### src/rtl/acc_responder_adapter.sv
// acc_responder_adapter: responder endpoint of the accelerator request/response channel.
// Latency: requests issue combinationally (0 cycles); a result reaches p one cycle after it is captured.
// Backpressure: q stalls while the tag FIFO is full or the accelerator is busy; p holds while p_ready_i is low.
//
// Optional feature macro: ACC_RSP_ADDR_CHECK_EN
//   defined   - requests with q_addr_i != AccAddr are accepted as bypass entries
//               and answered in order with error=1, data=0, without being issued.
//   undefined - q_addr_i is ignored and every request is issued.
//
// Ports:
//   clk_i, rst_i                       clock, synchronous active-high reset
//   q_valid_i/q_ready_o, q_id_i,       offload request channel (id, address,
//   q_addr_i, q_instr_i, q_rs_i          instruction, packed operands, rs[0] in LSBs)
//   p_valid_o/p_ready_i, p_id_o,       response channel (echoed id, result, error)
//   p_data_o, p_error_o
//   exe_valid_o/exe_ready_i,           issue port to the accelerator
//   exe_instr_o, exe_rs_o
//   exe_rsp_valid_i, exe_rsp_data_i,   accelerator result pulse (no backpressure)
//   exe_rsp_error_i
//   outstanding_o                      tag FIFO occupancy

// Generic synchronous FIFO: registered storage, occupancy-based full/empty.
// Latency: a pushed word is visible at rdata the cycle after the push.
// Backpressure: pushes while full and pops while empty are ignored.
module acc_rsp_fifo #(
  parameter int unsigned Width = 8,
  parameter int unsigned Depth = 4
) (
  input  logic                     clk,
  input  logic                     rst,
  input  logic                     push,
  input  logic [Width-1:0]         wdata,
  input  logic                     pop,
  output logic [Width-1:0]         rdata,
  output logic                     full,
  output logic                     empty,
  output logic [$clog2(Depth):0]   count
);
  localparam int unsigned PtrW = $clog2(Depth);
  localparam logic [PtrW:0] FullCnt = (PtrW+1)'(Depth);

  logic [Width-1:0] mem [Depth];
  logic [PtrW-1:0]  wptr;
  logic [PtrW-1:0]  rptr;
  logic             do_push;
  logic             do_pop;

  assign full    = (count == FullCnt);
  assign empty   = (count == '0);
  assign do_push = push && !full;
  assign do_pop  = pop && !empty;
  assign rdata   = mem[rptr];

  always_ff @(posedge clk) begin
    if (do_push) begin
      mem[wptr] <= wdata;
    end
  end

  // Depth is a power of two, so the pointers wrap modulo Depth naturally.
  always_ff @(posedge clk) begin
    if (rst) begin
      wptr  <= '0;
      rptr  <= '0;
      count <= '0;
    end else begin
      if (do_push) begin
        wptr <= wptr + PtrW'(1);
      end
      if (do_pop) begin
        rptr <= rptr + PtrW'(1);
      end
      case ({do_push, do_pop})
        2'b10:   count <= count + (PtrW+1)'(1);
        2'b01:   count <= count - (PtrW+1)'(1);
        default: count <= count;
      endcase
    end
  end
endmodule

module acc_responder_adapter #(
  parameter int unsigned DataWidth  = 32,
  parameter int unsigned NumRs      = 2,
  parameter int unsigned ExtIdWidth = 2,
  parameter int unsigned AddrWidth  = 8,
  parameter int unsigned AccAddr    = 0,
  parameter int unsigned Depth      = 4
) (
  input  logic                          clk_i,
  input  logic                          rst_i,
  input  logic                          q_valid_i,
  output logic                          q_ready_o,
  input  logic [ExtIdWidth-1:0]         q_id_i,
  input  logic [AddrWidth-1:0]          q_addr_i,
  input  logic [31:0]                   q_instr_i,
  input  logic [NumRs*DataWidth-1:0]    q_rs_i,
  output logic                          p_valid_o,
  input  logic                          p_ready_i,
  output logic [ExtIdWidth-1:0]         p_id_o,
  output logic [DataWidth-1:0]          p_data_o,
  output logic                          p_error_o,
  output logic                          exe_valid_o,
  input  logic                          exe_ready_i,
  output logic [31:0]                   exe_instr_o,
  output logic [NumRs*DataWidth-1:0]    exe_rs_o,
  input  logic                          exe_rsp_valid_i,
  input  logic [DataWidth-1:0]          exe_rsp_data_i,
  input  logic                          exe_rsp_error_i,
  output logic [$clog2(Depth):0]        outstanding_o
);
  localparam int unsigned CntW = $clog2(Depth) + 1;

  typedef struct packed {
    logic [ExtIdWidth-1:0] id;
    logic                  bypass;
  } tag_t;

  typedef struct packed {
    logic [DataWidth-1:0] data;
    logic                 error;
  } res_t;

  logic            bypass;
  logic            issue;

  tag_t            tag_in;
  tag_t            tag_head;
  logic            tag_push;
  logic            tag_pop;
  logic            tag_full;
  logic            tag_empty;
  logic [CntW-1:0] tag_count;

  res_t            res_in;
  res_t            res_head;
  logic            res_push;
  logic            res_pop;
  logic            res_full;
  logic            res_empty;
  logic [CntW-1:0] res_count;

  // Issued requests still waiting for their accelerator result. A result
  // pulse is only legal while this is non-zero.
  logic [CntW-1:0] pending;
  logic            rsp_legal;

`ifdef ACC_RSP_ADDR_CHECK_EN
  assign bypass = (q_addr_i != AddrWidth'(AccAddr));
`else
  logic unused_addr;
  assign bypass      = 1'b0;
  assign unused_addr = ^{q_addr_i, AddrWidth'(AccAddr)};
`endif

  // Request side. A full tag FIFO blocks acceptance even when a response
  // pops in the same cycle, keeping q_ready_o independent of p_ready_i.
  assign q_ready_o   = !rst_i && !tag_full && (bypass || exe_ready_i);
  assign exe_valid_o = q_valid_i && !rst_i && !tag_full && !bypass;
  assign exe_instr_o = q_instr_i;
  assign exe_rs_o    = q_rs_i;
  assign issue       = exe_valid_o && exe_ready_i;

  assign tag_push    = q_valid_i && q_ready_o;
  assign tag_in.id     = q_id_i;
  assign tag_in.bypass = bypass;

  acc_rsp_fifo #(
    .Width ($bits(tag_t)),
    .Depth (Depth)
  ) tag_fifo (
    .clk   (clk_i),
    .rst   (rst_i),
    .push  (tag_push),
    .wdata (tag_in),
    .pop   (tag_pop),
    .rdata (tag_head),
    .full  (tag_full),
    .empty (tag_empty),
    .count (tag_count)
  );

  assign outstanding_o = tag_count;

  // Result side. Illegal pulses (no issued request awaiting a result, or
  // storage full) are dropped so the FIFO pairing with tags never skews.
  assign rsp_legal    = (pending != '0) && !res_full;
  assign res_push     = exe_rsp_valid_i && rsp_legal && !rst_i;
  assign res_in.data  = exe_rsp_data_i;
  assign res_in.error = exe_rsp_error_i;

  acc_rsp_fifo #(
    .Width ($bits(res_t)),
    .Depth (Depth)
  ) res_fifo (
    .clk   (clk_i),
    .rst   (rst_i),
    .push  (res_push),
    .wdata (res_in),
    .pop   (res_pop),
    .rdata (res_head),
    .full  (res_full),
    .empty (res_empty),
    .count (res_count)
  );

  always_ff @(posedge clk_i) begin
    if (rst_i) begin
      pending <= '0;
    end else begin
      case ({issue, res_push})
        2'b10:   pending <= pending + CntW'(1);
        2'b01:   pending <= pending - CntW'(1);
        default: pending <= pending;
      endcase
    end
  end

  // Response side, combinational from the two FIFO heads. Bypass entries
  // answer immediately with an error; issued entries wait for their result.
  always_comb begin
    p_valid_o = 1'b0;
    p_data_o  = '0;
    p_error_o = 1'b0;
    if (!rst_i && !tag_empty) begin
      if (tag_head.bypass) begin
        p_valid_o = 1'b1;
        p_error_o = 1'b1;
      end else begin
        p_valid_o = !res_empty;
        p_data_o  = res_head.data;
        p_error_o = res_head.error;
      end
    end
  end

  assign p_id_o  = tag_head.id;
  assign tag_pop = p_valid_o && p_ready_i;
  assign res_pop = tag_pop && !tag_head.bypass;

  // The accelerator must never answer without an issued request waiting.
  rsp_legal_a: assert property (@(posedge clk_i) disable iff (rst_i)
    exe_rsp_valid_i |-> rsp_legal);

  // Stored results always belong to outstanding tags.
  res_le_tag_a: assert property (@(posedge clk_i) disable iff (rst_i)
    res_count <= tag_count);
endmodule

### config.mk
export PLATFORM = sky130hd
export DESIGN_NAME = acc_responder_adapter
export DESIGN_NICKNAME = d
export VERILOG_FILES = /design/src/rtl/acc_responder_adapter.sv
export SDC_FILE = /design/constraint.sdc
export NUM_CORES = 1
export LEC_CHECK = 0
export CAP_MARGIN = 20
export CORE_MARGIN = 3
export CORE_UTILIZATION = 48
export CTS_CLUSTER_SIZE = 10
export DETAILED_ROUTE_END_ITERATION = 12
export PLACE_DENSITY = 0.86
export SKIP_CTS_REPAIR_TIMING = 1
export SKIP_LAST_GASP = 1
export SYNTH_ARGS = -nofsm -noshare
export SYNTH_HDL_FRONTEND = slang
export SYNTH_HIERARCHICAL = 1
export SYNTH_SLANG_ARGS = --single-unit
### constraint.sdc
create_clock -name clk_i -period 5.15 [get_ports clk_i]
set_input_delay 1.545 -clock clk_i [delete_from_list [all_inputs] [get_ports clk_i]]
set_output_delay 1.545 -clock clk_i [all_outputs]
set_load 0.02 [all_outputs]
==> summary.txt <==
CTS
  • Cts bufs inserted: 17
  • Clock-pin slew on the worst setup and hold paths: 0.06 ns
  • Clk_lat worst skew: a little over 0.4 ns
  • CTS root buffer: clkbuf_16
  • Clk sinks: 165
  • Clock buffer depth: 2
  • H-tree levels: 4
  • CTS tree: yes

Drt
  • Via count: 3562
  • Wire per inst: 27.1 microns
  • ANT nets after route: 0
  • Starting DRT DRC Count: approximately 250
  • DR pass1 iterations: 5
  • DR DRC count: 0
  • Vias per inst: 5.38
  • DRT Wirelength: about 18000 microns

Global routing
  • Largest net degree at the start of global routing: 34
  • Remaining Overflow, GRT: 0
  • First-pass GRT wire length: approximately 25000 microns
  • Initial antenna violation count: 0
  • Global Route Usage Sum: around a fifth
  • Vias in the first global route: 3793

Cells and area
  • Layout area overhead: 12.0%
  • Final nets: ~620
  • Diode count: 0
  • Fill cells: approximately 1100
  • Share of layout cells above drive strength 1: about a fifth

Timing
  • Layout Skew: 0.00619 ns
  • Unrepaired setup endpoints after global routing: no
  • Setup violations, final: 0
  • Hold Vio Cnt, Final: 0
  • Max_slew headroom: 39.0%
  • Peak Freq: ~210 MHz
  • Setup_tns: 0 ns
  • Min Clock Period, post-route: between 4 and 5 ns
  • Worst Tran Pin Value: 0.916 ns
  • Final period utilization: between 90% and 100%
  • Max-slew violation count: 0

Synth
  • Seq/Total Area, Yosys: 64.0%
  • Post-synth ARST share: 0%
  • Most common library cells after synthesis: edfxtp_1 (144), buf_4 (96), and2_1 (38), mux4_2 (33)
  • Synth Warn #: 6
  • Dominant synthesized flop cell: edfxtp_1
  • Post-Syn Area: about 7400 sq um
  • Post-synth top area share: 58.4%
  • Post-synth cell types: 36
  • Post-Synthesis Cells: 461
  • Synth area leader: edfxtp_1
  • Post-synth EDFFs: between 100 and 150
  • Flops & latches, synth: 165
  • Synth Area per Inst: about 16 sq um
  • Count leader, synth: edfxtp_1
  • Top cells by area, synth: edfxtp_1 (58%), mux4_2 (10%), buf_4 (9.7%)

Die
  • Row count: 44
  • Chip Width: 130 microns
  • Total core area: approximately 15000 sq um
  • Die Area: between 15000 and 20000 sq um
  • Ports: between 200 and 300
  • Initial Utilization: 50.0%
  • Die Ht: roughly 130 microns

Setup path
  • CP Launch Type: input pin
  • CP max-delay cell: clkdlybuf4s50_1
  • Critical path's most frequent cell: clkdlybuf4s50_1
  • Worst EP required: about 3.6 ns
  • Worst-path cell chain: clkdlybuf4s50_1 > nor3_4 > buf_12 > and2_1 > clkdlybuf4s50_1
  • Buffers & Inverters on Critical Path: 3
  • Max FO, Critical Path: 33
  • Levels on crit path: 5
  • CP delay by family, top: buffers and inverters
  • R2R cell count: 12
  • Critical path class: input pin to primary output
  • Crit. Startpoint: rst_i
  • Worst EP arrival: 3.30 ns
  • CP max stage delay: approximately 0.63 ns
  • CP Capture Type: primary output

Power and ir drop
  • Power, Total: 2.78 mW
  • PwrDens: approximately 330 nW/um^2
  • Leak pwr: 2.70 nW
  • Worst vdd ir: approximately 0.21 mV

Placed design
  • Hpwl dp: roughly 14000 microns
  • Port Buffer Count: around 80
  • GPL Wtd Cong: 0.732

Worst hold path
  • Min-delay src: pending[1]
  • Hold Path Stages: 2
  • Hold Path Class: flip-flop to flip-flop

Status
  • Status: finished, final reports clean

Job
  • Total of max-cap violations: 0
## state kept, by name (all words and copies together) (netlist names), named ones only
signal	cells
res_fifo/mem	132
tag_fifo/mem	12
pending	3
res_fifo/count	3
tag_fifo/count	3
res_fifo/rptr	2
res_fifo/wptr	2
tag_fifo/rptr	2
tag_fifo/wptr	2
## through the flow
step                instances  util, %  setup WS (ns)  cell area, sq um  hold WS, ns
floorplan                 464        -           1.32              7420        0.457
global placement          630     52.1          0.311              7720        0.464
detailed placement        630     52.1          0.294              7720        0.497
CTS                       662     56.0          0.282              8300        0.509
global route              662     56.0          0.203              8300        0.542
finish                    662     56.0          0.301              8300        0.521
## layout make-up
cell class	count	area [sq um]	area share (%)
Sequential cell	165	4750	57.2
Inverter	21	78.8	0.950
Clock buffer	21	492	5.92
Timing Repair Buffer	92	906	10.9
Clock inverter	11	90.1	1.09
Multi-Input combinational cell	168	1760	21.2
Tap cell	184	230	2.77
## kinds of logic after synthesis
kind of cell / Yosys count / share of synthesized area, %
AOI/OAI and AO/OA: 20 / 1.52
xor gates and xnor gates: 8 / 0.946
adders and majority gates: 14 / 2.67
buffers and inverters: 131 / 12.5
DFF: 165 / 64.0
muxes: 38 / 11.4
other: 1 / 0.0506
and+or+nand+nor: 84 / 6.94
## routing by layer
metal	global-route usage (%)	share of wire, %	wire length (microns)	up-vias
li1	-	-	-	1580
met1	19.4	29	5160	1768
met2	36.9	54	9600	196
met3	14.5	16	2870	16
met4	5.50	1.3	233	2
met5	1.18	0.19	34	-
## report_power, final
| part | internal, mW | leakage, nW | switching [mW] |
|---|---|---|---|
| Sequential | 1.47 | 1.47 | 0.00660 |
| Combinational | 0.0562 | 0.964 | 0.0530 |
| Clock | 0.691 | 0.270 | 0.505 |
| Total | 2.21 | 2.70 | 0.564 |
## cells in the final DEF (no fill, tap or decap), drive strengths merged
cell type,instances
buf,11
ha,11
xor2,8
a211oi,1
conb,4
and2,41
clkinvlp,5
nand2,2
mux2i,2
or3,7
a21oi,10
nand2b,6
clkbuf,21
o21ai,7
edfxtp,144
o31ai,2
dfxtp,21
clkinv,3
nor3,5
fa,3
nor4b,1
and3b,1
mux4,36
inv,24
nor2,18
nor3b,2
clkdlybuf4s50,81
or2,1
## worst reg2reg max path, cell delays in order, from the launching register on
cell	delay, ns
dfxtp_1	0.43
mux4_2	0.60
nor3_4	0.18
buf_12	0.21
and3b_1	0.22
o31ai_2	0.09
inv_1	0.07
ha_1	0.18
inv_1	0.06
fa_1	0.37
xor2_1	0.16
or3_1	0.32
a21oi_1	0.16
## worst paths after layout
| path | end | slack (ns) |
|---|---|---|
| worst min-delay path | pending[1] | 0.52 |
| worst min register to register | pending[1] | 0.52 |
| worst max-delay path | p_data_o[19] | 0.30 |
| worst max register to register | res_fifo/count[2] | 2.04 |
Power figures use the tool's default switching activity.
==> patch 1, RTL diff (same flow settings) <==
Build with the macro `ACC_RSP_ADDR_CHECK_EN` defined.
--- a/src/rtl/acc_responder_adapter.sv
+++ b/src/rtl/acc_responder_adapter.sv
@@ -22,6 +22,8 @@
 // Generic synchronous FIFO: registered storage, occupancy-based full/empty.
 // Latency: a pushed word is visible at rdata the cycle after the push.
 // Backpressure: pushes while full and pops while empty are ignored.
+`define ACC_RSP_ADDR_CHECK_EN
+
 module acc_rsp_fifo #(
   parameter int unsigned Width = 8,
   parameter int unsigned Depth = 4
Behaviour: not the same (a bounded check fails within 4 cycles, from zero or initial values and one cycle with rst_i high).
==> patch 1 against the unedited design <==
  * Synthesized area grew 0.34%
  * Cell area grew 1.2%
  * Cell count grew 1.1%
  * Worst hold slack lost 11 ps
  * Sequential cell count is the same
  * Sequential share of layout area shrank 0.67 points
  * Worst setup slack gained 31 ps
  * Routed wire length shrank 0.23%
  * Power is essentially flat
  * Largest cell class unchanged
==> patch 1: results (changes against the unedited design) <==
Yosys cell types=35 (-2.8%); initial drt markers=228 (-7.3%); Post-Route Skew=5.70 ps (-0.490 ps); Final non-clock buffer share=0.116 (+0.00736); via count of the first global-routing pass=3842 (+1.3%); post-detail-place hpwl=13400 um (-0.99%); Hold Worst Slack=510 ps (-11.2 ps); sequential element share of the synthesized area=0.638 (-0.00216); FFs & Latches=165 (unchanged); pre-CTS setup slack=346 ps (+52.2 ps); area of combinational cells with multiple inputs=0.00179 mm^2 (+2.0%); first-pass GRT wire length=25200 um (+1.3%); routed wire length=17900 um (-0.23%); number of nets in the layout=631 (+1.1%); critical path peak fanout=15 (-55%); final design area excluding fillers=0.00840 mm^2 (+1.2%); run status=complete, no violations; clock-cell share of area=0.0682 (-0.00187); placed cell count=637 (+1.1%); dominant cells by area after synthesis=sky130_fd_sc_hd__edfxtp_1 (58%), sky130_fd_sc_hd__mux4_2 (10%), sky130_fd_sc_hd__buf_4 (9.7%); filler cell count=1124 (+5.1%); xor and xnor fraction of the mapped netlist area=0.00943 (-0.0000318); adder-cell share of the synthesized area=0.0266 (-0.0000898); initial antenna violation count=1 (+1); routed via count divided by cell count=5.59 (+4.0%); setup slack of the worst register-to-register path=2260 ps (+220 ps); worst hold start=res_fifo/rptr[1]; count of input and output buffers=89 (+9.9%); length in cells of the worst reg-to-reg path=11 (-1)
[patch 1: cells by family after synthesis]
group	Yosys count
AND/OR/NAND/NOR	85
XOR/XNOR	8
AO/OA/AOI/OAI	23
adder cells (fa/ha/maj)	14
flip-flops	165
multiplexers	38
buffers and inverters	130
[patch 1: metal layers]
layer / global-route usage / wire (um) / part of all wire / vias to the layer above
met5: 0.0441 / 80 / 0.0045 / -
met4: 0.0611 / 293 / 0.016 / 4
met3: 0.171 / 3340 / 0.19 / 21
met2: 0.336 / 8530 / 0.48 / 265
met1: 0.209 / 5620 / 0.31 / 1842
li1: - / - / - / 1611
[patch 1: power by group through the flow]
stage	registers [mW]	logic (mW)	clock network, mW
6_report	1.46	0.108	1.21
3_5_place_dp	1.49	0.108	0
2_1_floorplan	1.49	0.140	0
3_3_place_gp	1.49	0.102	0
5_1_grt	1.46	0.116	1.29
4_1_cts	1.46	0.109	1.24
==> patch 2, RTL diff (config.mk and constraints unchanged) <==
Made on the original files. Put a register stage on the output `p_error_o`, with the module's reset. The value now appears one clock later. The other outputs are not delayed to match.
--- a/src/rtl/acc_responder_adapter.sv
+++ b/src/rtl/acc_responder_adapter.sv
@@ -121,6 +121,8 @@
     logic                 error;
   } res_t;
 
+  logic p_error_d;
+
   logic            bypass;
   logic            issue;
 
@@ -221,15 +223,15 @@
   always_comb begin
     p_valid_o = 1'b0;
     p_data_o  = '0;
-    p_error_o = 1'b0;
+    p_error_d = 1'b0;
     if (!rst_i && !tag_empty) begin
       if (tag_head.bypass) begin
         p_valid_o = 1'b1;
-        p_error_o = 1'b1;
+        p_error_d = 1'b1;
       end else begin
         p_valid_o = !res_empty;
         p_data_o  = res_head.data;
-        p_error_o = res_head.error;
+        p_error_d = res_head.error;
       end
     end
   end
@@ -245,5 +247,13 @@
   // Stored results always belong to outstanding tags.
   res_le_tag_a: assert property (@(posedge clk_i) disable iff (rst_i)
     res_count <= tag_count);
+  always_ff @(posedge clk_i) begin
+    if (rst_i) begin
+      p_error_o <= '0;
+    end else begin
+      p_error_o <= p_error_d;
+    end
+  end
+
 endmodule
 
Formal check against the unedited RTL: not equivalent (Yosys sat finds a counterexample within 4 cycles, from zero or initial values and one cycle with rst_i high).
==> patch 2 against the unedited design <==
  * Sequential cell count grew 1
  * Worst setup slack lost 85 ps
  * Worst hold slack lost 19 ps
  * Via count grew 0.25%
  * Utilization grew 0.57 points
  * Clock skew shrank 1.4 ps
  * Routed wire length shrank 5.8%
  * Power grew 4.7%
  * Die area grew 0.25%
  * First-iteration DRC count shrank 26%
  * Global-route usage shrank 1.2 points
  * Cell area grew 1.0%
  * Synthesized area grew 0.27%
  * Cell count is the same
  * Critical path type unchanged
  * Largest power group unchanged
  * Highest routed layer unchanged
==> patch 2: results (changes against the unedited design) <==
initial drt markers=181 (-26%); Peak VDD IR=0.225 mV (+8.0%); Data arrival, critical path=3390 ps (+90 ps); Post-Route Skew=4.77 ps (-1.43 ps); placed cell count=630 (unchanged); summed negative setup slack over all endpoints=0 ps (unchanged); count of input and output buffers=81 (unchanged); number of inserted diodes=0 (unchanged); Yosys warnings=6 (unchanged); detailed-routing iteration count for the pre-antenna-repair pass=4 (-1); LEAKAGE=2.74 nW (+1.6%); main flop type after synthesis=sky130_fd_sc_hd__edfxtp_1; post-detail-place hpwl=12600 um (-6.6%); Yosys cell types=36 (unchanged); type of the worst min-delay path=flop to flop; first-pass GRT wire length=23500 um (-5.5%); share of layout cells above drive strength 1=0.192 (-0.00209); routed wire length=16900 um (-5.8%); total via count in the routed design=3571 (+0.25%); biggest registers after layout=res_fifo/mem: 132 flops, tag_fifo/mem: 12 flops; register clock-pin slew on the reported worst setup and hold paths=60 ps (about the same); Max H-tree Level=4 (unchanged); number of instances in the synthesized netlist=462 (+0.22%); number of enable-type register cells in the synthesized netlist=144 (unchanged); final RePlAce weighted congestion=0.737 (+0.64%); dominant cells by area after synthesis=sky130_fd_sc_hd__edfxtp_1 (58%), sky130_fd_sc_hd__mux4_2 (10%), sky130_fd_sc_hd__buf_4 (9.7%); via count of the first global-routing pass=3704 (-2.3%); maximum number of pins on one net before global-route repair=34 (unchanged); initial antenna violation count=1 (+1); area fraction in compound gates after synthesis=0.0152 (-0.0000410); clock tree buffer depth=2 (unchanged); critical path peak fanout=26 (-21%); sequential element share of the synthesized area=0.641 (+0.000969); run status=complete, no violations; adder-cell share of the synthesized area=0.0266 (-0.0000719); GR Util All Layers=0.197 (-0.0123); Least-Margin Pin Slew=893 ps (-22.5 ps); wire length per cell after detailed routing=25.5 um (-5.8%); xor and xnor fraction of the mapped netlist area=0.00943 (-0.0000255); flip-flop and latch count after synthesis=166 (+0.61%); Synth async-reset ratio=0 (unchanged); clock tree root driver cell=sky130_fd_sc_hd__clkbuf_16; number of nets in the layout=624 (unchanged); cts bufs inserted=17 (unchanged); most instantiated cells after synthesis=sky130_fd_sc_hd__edfxtp_1 (144), sky130_fd_sc_hd__buf_4 (96), sky130_fd_sc_hd__and2_1 (38); insertion delay to the later sink of the worst-skew pair=roughly 420 ps; share of cell area taken by muxes after synthesis=0.113 (-0.000306)
==> patch 2: final cells by class <==
class	count	area, um^2
Clock buffer	17	425
Clock inverter	15	203
Fill cell	1109	6420
Inverter	21	78.8
Multi-Input combinational cell	168	1760
Sequential cell	166	4770
Tap cell	184	230
Timing Repair Buffer	91	923
==> patch 2: worst paths after layout <==
check                         from           endpoint  slack, ps  cells past startpoint
hold / removal    res_fifo/rptr[1]               flop        500                      2
hold reg to reg   res_fifo/rptr[1]               flop        500                      2
setup reg to reg              flop  res_fifo/count[2]       1960                     12
setup / recovery             rst_i          p_valid_o        220                      4
==> patch 2: cell families (layout without fill, tap and decap cells) <==
kind of cell / after synthesis / after routing
compound gates: 20 / 20
mux: 38 / 38
flops: 166 / 166
other cells: 1 / 4
simple gates: 84 / 84
xor+xnor: 8 / 8
buf+inv: 131 / 144
fa+ha+maj: 14 / 14
==> patch 2: per-layer routing <==
metal | wire length [um] | global-route usage | part of all wire
met5 | 46 | 0.0147 | 0.0027
met3 | 2580 | 0.128 | 0.15
met2 | 8510 | 0.326 | 0.50
met1 | 5340 | 0.195 | 0.32
met4 | 400 | 0.0799 | 0.024
==> patch 2: critical path, cell delays in order <==
cell and delay, ps:
sky130_fd_sc_hd__clkdlybuf4s50_1 500, sky130_fd_sc_hd__buf_4 260, sky130_fd_sc_hd__a211oi_1 380, sky130_fd_sc_hd__clkdlybuf4s50_1 700
==> patch 2: power breakdown <==
part           internal [mW]  leakage, nW  switching (mW)
clock                  0.815        0.305           0.502
sequential              1.47         1.48         0.00692
combinational         0.0567        0.964          0.0525
==> patch 2: metrics by stage <==
stage / hold WS, ps / worst slack, ps / area (um^2)
global placement: 464 / 317 / 7760
CTS: 510 / 241 / 8380
global route: 521 / 146 / 8380
finish: 502 / 215 / 8380
floorplan: 457 / 1320 / 7440
detailed placement: 484 / 265 / 7760
